<file path="src/rtl/mem_arb_pkg.sv">
// Shared types and default sizing for the two-port memory arbiter.
package mem_arb_pkg;

  localparam int DEF_DW     = 8;
  localparam int DEF_AW     = 4;
  localparam int DEF_RD_LAT = 2;

  typedef enum logic [1:0] {
    IDLE    = 2'd0,
    RD_WAIT = 2'd1,
    RD_DONE = 2'd2
  } arb_state_t;

  typedef logic port_id_t;

  localparam port_id_t PORT0 = 1'b0;
  localparam port_id_t PORT1 = 1'b1;

endpackage

</file>
<file path="src/rtl/mem_arbiter_if.sv">
// Two requester ports plus the shared read-return path of mem_arbiter.
interface mem_arbiter_if
  import mem_arb_pkg::*;
#(
  parameter int DW = DEF_DW,
  parameter int AW = DEF_AW
);

  // reqN/weN/addrN/wdataN are held stable until gntN; gntN is the accept strobe
  // for that cycle. rvalidN is a one-cycle pulse qualifying the shared rdata.
  logic          req0,   req1;
  logic          we0,    we1;
  logic [AW-1:0] addr0,  addr1;
  logic [DW-1:0] wdata0, wdata1;
  logic          gnt0,   gnt1;
  logic          rvalid0, rvalid1;
  logic [DW-1:0] rdata;
  logic          busy;

  modport master (
    output req0, req1, we0, we1, addr0, addr1, wdata0, wdata1,
    input  gnt0, gnt1, rvalid0, rvalid1, rdata, busy
  );

  modport slave (
    input  req0, req1, we0, we1, addr0, addr1, wdata0, wdata1,
    output gnt0, gnt1, rvalid0, rvalid1, rdata, busy
  );

endinterface

</file>
<file path="src/rtl/mem.sv">
// Single-port synchronous RAM: registered read stage, oce gates the output.
module mem #(
  parameter int DW = 8,
  parameter int AW = 4
) (
  input  logic          clk,
  input  logic          rst,
  input  logic          ce,
  input  logic          wre,
  input  logic          oce,
  input  logic [AW-1:0] ad,
  input  logic [DW-1:0] din,
  output logic [DW-1:0] dout
);

  logic [DW-1:0] ram [2**AW];
  logic [DW-1:0] q;

  always_ff @(posedge clk)
    if (ce && wre) ram[ad] <= din;

  // Only the read register is reset; array contents survive reset.
  always_ff @(posedge clk or posedge rst)
    if (rst)             q <= '0;
    else if (ce && !wre) q <= ram[ad];

  assign dout = oce ? q : '0;

endmodule

</file>
<file path="src/rtl/mem_arbiter.sv">
// Two-port arbiter in front of a single-port RAM. Define MEM_ARB_RR_EN for
// round-robin arbitration; otherwise port 0 has fixed priority.
module mem_arbiter
  import mem_arb_pkg::*;
#(
  parameter int DW     = DEF_DW,
  parameter int AW     = DEF_AW,
  parameter int RD_LAT = DEF_RD_LAT
) (
  input  logic          clk,
  input  logic          rst,
  mem_arbiter_if.slave  bus,
  output arb_state_t    state_dbg
);

  localparam int CW = (RD_LAT > 1) ? $clog2(RD_LAT) : 1;

  arb_state_t    state, state_nxt;
  logic [CW-1:0] cnt, cnt_nxt;
  port_id_t      port, port_nxt;
  logic          win0, sel1, gnt0, gnt1, any_gnt;
  logic          g_we, wre, oce, rv0, rv1, busy;
  logic [AW-1:0] g_ad, ad, ad_q;
  logic [DW-1:0] g_din, dout, rdata_c, rdata_q;

`ifdef MEM_ARB_RR_EN
  port_id_t prio;

  // The port just granted drops to lower priority.
  always_ff @(posedge clk or negedge rst)
    if (!rst)               prio <= PORT0;
    else if (gnt0 || gnt1)  prio <= gnt0 ? PORT1 : PORT0;

  assign win0 = bus.req0 && (!bus.req1 || prio == PORT0);
`else
  assign win0 = bus.req0;
`endif

  assign sel1  = bus.req1 && !win0;
  assign g_we  = sel1 ? bus.we1    : bus.we0;
  assign g_ad  = sel1 ? bus.addr1  : bus.addr0;
  assign g_din = sel1 ? bus.wdata1 : bus.wdata0;

  always_comb begin
    state_nxt = state;
    cnt_nxt   = cnt;
    port_nxt  = port;
    gnt0      = 1'b0;
    gnt1      = 1'b0;
    busy      = 1'b0;
    oce       = 1'b0;
    rv0       = 1'b0;
    rv1       = 1'b0;
    case (state)
      IDLE: begin
        gnt0 = rst && win0;
        gnt1 = rst && sel1;
        if ((gnt0 || gnt1) && !g_we) begin
          port_nxt  = sel1 ? PORT1 : PORT0;
          cnt_nxt   = CW'(RD_LAT - 1);
          state_nxt = (RD_LAT == 1) ? RD_DONE : RD_WAIT;
        end
      end
      RD_WAIT: begin
        busy    = 1'b1;
        cnt_nxt = cnt - 1'b1;
        if (cnt == CW'(1)) state_nxt = RD_DONE;
      end
      RD_DONE: begin
        busy      = 1'b1;
        oce       = 1'b1;
        rv0       = (port == PORT0);
        rv1       = (port == PORT1);
        cnt_nxt   = '0;
        state_nxt = IDLE;
      end
      default: state_nxt = IDLE;
    endcase
  end

  // Outside a grant the address is held so the read register keeps its word.
  assign any_gnt = gnt0 || gnt1;
  assign wre     = any_gnt && g_we;
  assign ad      = any_gnt ? g_ad : ad_q;
  assign rdata_c = (rv0 || rv1) ? dout : rdata_q;

  always_ff @(posedge clk or negedge rst)
    if (!rst) begin
      state   <= IDLE;
      cnt     <= '0;
      port    <= PORT0;
      ad_q    <= '0;
      rdata_q <= '0;
    end else begin
      state   <= state_nxt;
      cnt     <= cnt_nxt;
      port    <= port_nxt;
      ad_q    <= ad;
      rdata_q <= rdata_c;
    end

  mem #(.DW(DW), .AW(AW)) u_mem (
    .clk  (clk),
    .rst  (~rst),
    .ce   (1'b1),
    .wre  (wre),
    .oce  (oce),
    .ad   (ad),
    .din  (g_din),
    .dout (dout)
  );

  assign bus.gnt0    = gnt0;
  assign bus.gnt1    = gnt1;
  assign bus.rvalid0 = rv0;
  assign bus.rvalid1 = rv1;
  assign bus.rdata   = rdata_c;
  assign bus.busy    = busy;
  assign state_dbg   = state;

endmodule

</file>
<file path="src/flat_wrapper.sv">
// flat-port wrapper written by rule: the top's interface ports become plain ports
module mem_arbiter_flat import mem_arb_pkg::*;
#(
  parameter int DW     = DEF_DW,
  parameter int AW     = DEF_AW,
  parameter int RD_LAT = DEF_RD_LAT
)
  (clk, rst, state_dbg, bus_req0, bus_req1, bus_we0, bus_we1, bus_addr0, bus_addr1, bus_wdata0, bus_wdata1, bus_gnt0, bus_gnt1, bus_rvalid0, bus_rvalid1, bus_rdata, bus_busy);
  mem_arbiter_if #(.DW(DW), .AW(AW)) bus_i ();
  input  logic clk;
  input  logic rst;
  output arb_state_t state_dbg;
  input wire logic [$bits(bus_i.req0)-1:0] bus_req0;
  input wire logic [$bits(bus_i.req1)-1:0] bus_req1;
  input wire logic [$bits(bus_i.we0)-1:0] bus_we0;
  input wire logic [$bits(bus_i.we1)-1:0] bus_we1;
  input wire logic [$bits(bus_i.addr0)-1:0] bus_addr0;
  input wire logic [$bits(bus_i.addr1)-1:0] bus_addr1;
  input wire logic [$bits(bus_i.wdata0)-1:0] bus_wdata0;
  input wire logic [$bits(bus_i.wdata1)-1:0] bus_wdata1;
  output wire logic [$bits(bus_i.gnt0)-1:0] bus_gnt0;
  output wire logic [$bits(bus_i.gnt1)-1:0] bus_gnt1;
  output wire logic [$bits(bus_i.rvalid0)-1:0] bus_rvalid0;
  output wire logic [$bits(bus_i.rvalid1)-1:0] bus_rvalid1;
  output wire logic [$bits(bus_i.rdata)-1:0] bus_rdata;
  output wire logic [$bits(bus_i.busy)-1:0] bus_busy;
  assign bus_i.req0 = bus_req0;
  assign bus_i.req1 = bus_req1;
  assign bus_i.we0 = bus_we0;
  assign bus_i.we1 = bus_we1;
  assign bus_i.addr0 = bus_addr0;
  assign bus_i.addr1 = bus_addr1;
  assign bus_i.wdata0 = bus_wdata0;
  assign bus_i.wdata1 = bus_wdata1;
  assign bus_gnt0 = bus_i.gnt0;
  assign bus_gnt1 = bus_i.gnt1;
  assign bus_rvalid0 = bus_i.rvalid0;
  assign bus_rvalid1 = bus_i.rvalid1;
  assign bus_rdata = bus_i.rdata;
  assign bus_busy = bus_i.busy;
  mem_arbiter #(.DW(DW), .AW(AW), .RD_LAT(RD_LAT)) u_core (.clk(clk), .rst(rst), .bus(bus_i), .state_dbg(state_dbg));
endmodule
</file>
<file path="config.mk">
export PLATFORM = sky130hd
export DESIGN_NAME = mem_arbiter_flat
export DESIGN_NICKNAME = d
export VERILOG_FILES = /design/src/rtl/mem_arb_pkg.sv /design/src/rtl/mem_arbiter_if.sv /design/src/rtl/mem.sv /design/src/rtl/mem_arbiter.sv /design/src/flat_wrapper.sv
export SDC_FILE = /design/constraint.sdc
export NUM_CORES = 1
export LEC_CHECK = 0
export BUFFER_PORTS_ARGS = -buffer_cell sky130_fd_sc_hd__buf_2
export CAP_MARGIN = 20
export CORE_MARGIN = 8
export CORE_UTILIZATION = 64
export DETAILED_ROUTE_END_ITERATION = 12
export PLACE_DENSITY = 0.81
export SETUP_SLACK_MARGIN = 0.15
export SLEW_MARGIN = 10
export SYNTH_ARGS = -nofsm -noshare
export SYNTH_HDL_FRONTEND = slang
export SYNTH_HIERARCHICAL = 1
export SYNTH_SLANG_ARGS = --single-unit
export TNS_END_PERCENT = 30
</file>
<file path="constraint.sdc">
create_clock -name clk -period 9.6 [get_ports clk]
set_input_delay 2.4 -clock clk [delete_from_list [all_inputs] [get_ports clk]]
set_output_delay 2.4 -clock clk [all_outputs]
set_load 0.02 [all_outputs]
</file>
After elaboration in Yosys (flattened, before gate mapping):

Memory sizes are Yosys's and may differ from the RTL's. A register that Yosys moved wholly into a read port is not among the register bits.
Cells that the tools add are included.

* add/subtract/negate cells: 1
* equality and inequality tests: 4
* multiplexer cells: 20
* bitwise gates (word level): 1
* reductions and logical operators: 18

Operators with widths (number)
* $mux 8: 3
* $mux 1: 11
* $mux 4: 2
* $reduce_and 2->1: 3
* $logic_and 1x1->1: 5
* $logic_not 1->1: 4
* $mux 2: 2
* $ne 2x1->1 const B: 2
* $pmux 2 s2: 1
* $logic_or 1x1->1: 3
* $pmux 1 s3: 1
* $reduce_bool 3->1: 1
* $eq 2x1->1 const B: 1
* $eq 2x2->1 const B: 1
* $logic_not 2->1: 1
* $reduce_or 2->1: 1
* $not 1->1: 1
* $sub 1x1->1 const B: 1

* register bits after elaboration: 16
* memory bits (writable): 128
* input port bits: 30
* output and inout bits: 15
* word-level logic and storage cells: 50
* memories: 1

Memories
* u_core.u_mem.ram: words 16, width 8, read ports 1, clocked after memory_dff 1, write ports 1, line mem.sv:16 `logic [DW-1:0] ram [2**AW];`

Depth between registers and ports, before layout:

* depth after elaboration: 8
* mapped depth: 14
* gate-level depth less buffers: 9

Cells and area by module:

The synthesis kept the hierarchy.

Modules (own cells, without submodules)
* mem: instances 1, cells each 281, area each 5452.7 sq um, seq. area each 4043.9 sq um
* mem_arbiter: instances 1, cells each 84, area each 938.4 sq um, seq. area each 400.4 sq um

Worst setup path after synthesis:

No wires, ideal clock.

* path type: input to output
* start point: input bus_req1
* end point: output bus_gnt1
* data arrival time: 2.882 ns
* required time: 7.200 ns
* path slack: 4.318 ns
* cell stages on the path: 2
* buffers on the path: 0
* cell sequence: nor2b_1 -> and3_1

* word-level cells in the longest chain between the ends: 3

Ends and longest elaborated chain
* from (decl): line flat_wrapper.sv:14 `input wire logic [$bits(bus_i.req1)-1:0] bus_req1;`
* $logic_and 1x1->1: line mem_arbiter.sv:39 `assign sel1 = bus.req1 && !win0;`
* $logic_and 1x1->1: line mem_arbiter.sv:57 `gnt1 = rst && sel1;`
* $mux 1: line mem_arbiter.sv:54 `case (state)`
* to (decl): line flat_wrapper.sv:22 `output wire logic [$bits(bus_i.gnt1)-1:0] bus_gnt1;`

Every way passes these cells.

Worst setup path after layout:

* start point: input rst
* end point: output bus_gnt1

* word-level cells in the longest chain between the ends: 2

Ends and longest elaborated chain
* from (decl): line flat_wrapper.sv:11 `input logic rst;`
* $logic_and 1x1->1: line mem_arbiter.sv:57
* $mux 1: line mem_arbiter.sv:54

Every way passes these cells.

==> metrics.md <==
| Metric | Value |
|---|---|
| Status | complete, no violations |
| Yosys warns | 6 |
| Share of the yosys chip area belonging to registers | between 60% and 70% |
| Slowest-stage cell, CP | buf_2 |
| Initial Util | 65.7% |
| Post-layout instance area | ~7400 um2 |
| R2R Path End | u_core/u_mem/q[3] |
| Met2 routed WL | ~6600 um |
| CP peak stage delay | 380 ps |
| Post-CTS resize count | 0 |
| Final wirelength | approximately 13000 um |
| Die Wd | between 100 and 150 um |
| Mapped Avg Cell Area | roughly 18 um2 |
| Number of global-route vias before repair | ~3600 |
| Final Wtd Congestion | about 0.83 |
| Final Net Count | ~450 |
| Slew headroom | a little under a third |
| Io pins | 45 |
| Setup violators final | 0 |
| Top sig layer | met4 |
| Yosys reg bits | approximately 150 |
| Power Density | around 300 nW/um2 |
| H-tree levels | 4 |
| Setup CP Type | primary input to output pin |
| Tcrit/Tclk final | around 58% |
| Leading area contributor after synthesis | edfxtp_1 |
| R2r setup slk | approximately 5800 ps |
| Routed WL per cell | about 23 um |
| Wire length on met3 | 1200 um |
| Setup crit end kind | output pin |
| IO Port Bufs | 44 |
| Worst hold path depth | 1 |
| Via density | 6.33 |
| GRT Residual Overflow | 0 |
| Clock latency on the worst-skew pair | around 520 ps |
| Initial antenna violation count | 0 |
| Distinct cell type count after synthesis | 47 |
| Clk_skew | approximately 6.5 ps |
| Hold Buf Count CTS | 0 |
| Leak | about 2.7 nW |
| Main area contributors after synthesis | edfxtp_1 60%, dfrtp_1 9.4%, mux4_1 5.3%, mux2i_1 3.9%, mux2_2 3.2% |
| Slew @ Worst Pin | just over 1000 ps |
| CTS tree | yes |
| Final Hold Vio Count | 0 |
| CP cell instances | buf_2 -> and3_1 -> buf_2 |
| EDFF count, synth | between 100 and 150 |
| Row Count | 36 |
| R2R depth | 10 |
| Total negative slack | 0 ps |
| Fmax achieved | 0.180 GHz |
| Clock tree sinks | about 150 |
| Worst ir drop on vdd | 0.196 mV |
| Area grow syn2layout | 15.2% |
| Top FF cell, synth | edfxtp_1 |
| DR DRC count | 0 |
| Pre-CTS WS | about 3700 ps |
| CP Launch Point | rst |
| Max-slew violation count | 0 |
| Top cell by count, worst path | buf_2 |
| HPWL after DPL | 8260 um |
| Die Area | between 10000 and 15000 um2 |
| Clk slew on worst S/H paths | roughly 60 ps |
| Max-Cap Viols | 0 |
| Post-route ant nets | 0 |
| Synthesized area | ~6400 um2 |
| Largest net degree at the start of global routing | 47 |
| Worst Hold End | u_core/rdata_q[0] |
| FFs w/ async S/R, synth | between 10% and 20% |
| Drt pass-1 iters | 5 |
| Beginning of the worst hold path | u_core/rdata_q[0] |
| Hold crit path type | flop to flop |
| Startpoint types | primary input |
| Metal-1 WL | around 5000 um |
| RSZ-0062 raised after global routing | no |
| Placed cell area | slightly below 7000 um2 |
| CP arrival | 3160 ps |
| Total track usage | between 20% and 30% |
| PnR worst setup slack | about 4000 ps |
| Clk root buf | clkbuf_8 |
| Mapped Cells | 365 |
| Worst R2R Start | u_core/state_dbg[0] |
| Ant. Diodes | 0 |
| CTS Buf Count | 17 |
| Vias | between 3000 and 4000 |
| Area share of the largest cell type after synthesis | 60.1% |
| Chip Height | 116 um |
| CP Data Required Time | between 7000 and 8000 ps |
| Layout cell share with drive strength beyond 1 | 27.0% |
| Fin Hold WS | 495 ps |
| Global-route wire length before repair | between 20000 and 25000 um |
| Drt initial violations | roughly 380 |
| CP max FO | 22 |
| Clock Tree Buf Depth | 2 |
| Post-CTS setup buffer count | 0 |
| Core area | around 9700 um2 |
| Post-layout min period | 5560 ps |
## placed cells by master (no fill, tap or decap), types with 2 or more instances in the layout
master     Yosys  routed
buf_4          0       7
mux2i_1       25      25
mux2_4         4       4
or3_1          3       3
bufinv_16      0       6
o21ai_1        0       2
a31oi_1        2       2
conb_1         1       4
mux2_2        18      18
o32ai_1        4       4
ha_1           4       4
o2bb2ai_1      2       2
clkbuf_16      0      16
a221oi_2       4       4
clkinv_1       0       5
nor2b_1        6       6
a21oi_1        6       6
a221oi_1       2       2
dfrtp_1       24      24
and3_1         2       2
nor3_1         5       5
nand2_1        8       8
nor2_1        27      27
mux4_2         9       9
buf_2          5      45
o22ai_1        6       6
edfxtp_1     128     128
and2_1         9       9
mux4_1        13      13
nand2b_1       4       4
a22oi_1        2       2
inv_1          7       7
## stage by stage
| stage | total power [mW] | std cells | utilization [%] |
|---|---|---|---|
| after global routing | 2.26 | 563 | 75.7 |
| after floorplan | 1.32 | 368 | - |
| after global placement | 1.44 | 530 | 69.1 |
| after detailed placement | 1.46 | 530 | 69.1 |
| final | 2.17 | 563 | 75.7 |
| after CTS | 2.18 | 560 | 75.5 |
## critical path: cells and delay by family
family | cells | cell delay [ps]
buf+inv | 2 | 540
simple gates | 1 | 220
## sequential cells by signal, summed over array words and instances, names as in the netlist
register          count
u_core/u_mem/q        8
u_core/state_dbg      2
u_core/port           1
u_core/ad_q           4
u_core/rdata_q        8
u_core/cnt            1
u_core/u_mem/ram    128
## synthesized netlist by cell type (3+ instances only)
| cell type | number |
|---|---|
| clkbuf_1 | 8 |
| nor2_1 | 27 |
| edfxtp_1 | 128 |
| nor3_1 | 5 |
| mux4_2 | 9 |
| or3_1 | 3 |
| buf_6 | 3 |
| mux4_1 | 13 |
| a21oi_1 | 6 |
| buf_1 | 3 |
| and2_1 | 9 |
| mux2i_1 | 25 |
| o32ai_1 | 4 |
| o22ai_1 | 6 |
| ha_1 | 4 |
| mux2_4 | 4 |
| inv_1 | 7 |
| nor2b_1 | 6 |
| nand2b_1 | 4 |
| o21ai_0 | 5 |
| buf_2 | 5 |
| mux2_2 | 18 |
| a221oi_2 | 4 |
| dfrtp_1 | 24 |
| nand2_1 | 8 |
## where the power goes
part / switching (mW) / total, mW / internal (mW)
Combinational: 0.383 / 0.670 / 0.287
Sequential: 0.0265 / 0.798 / 0.772
Clock: 0.237 / 0.704 / 0.467
Total: 0.647 / 2.17 / 1.53
## cells by family (layout without fill, tap and decap cells)
group	Yosys count	count (layout)	share of synthesized area (%)
other cells	1	4	0.0587
compound gates	38	38	4.70
fa+ha+maj	4	4	0.783
flops	152	152	69.5
buf+inv	28	90	2.41
simple gates	72	72	5.79
mux	70	70	16.7
## layout make-up
class                      instances  area [um2]
clock buffer                      18         418
clock inverter                    12         206
fill                             563        2370
inverter                           7        26.3
multi-input combinational        188        1820
sequential                       152        4440
tap                              133         166
timing repair buffer              53         283
## how the worst max path moves through the flow
stage                     slack, ps                endpoint  cells past startpoint
after floorplan                4320                bus_gnt1                      2
after global placement         3860  u_core/u_mem/ram[3][3]                      7
after detailed placement       3730  u_core/u_mem/ram[3][2]                      7
after CTS                      4020                bus_gnt1                      3
after global routing           3950                bus_gnt0                      3
final                          4040                bus_gnt1                      3
## routing by layer
metal / track usage [%] / vias up
met5: 0 / -
met4: 9.51 / 0
met3: 6.04 / 23
met2: 33.0 / 199
met1: 25.8 / 1789
li1: - / 1550
Note: power is estimated with default switching activity, not from simulation.
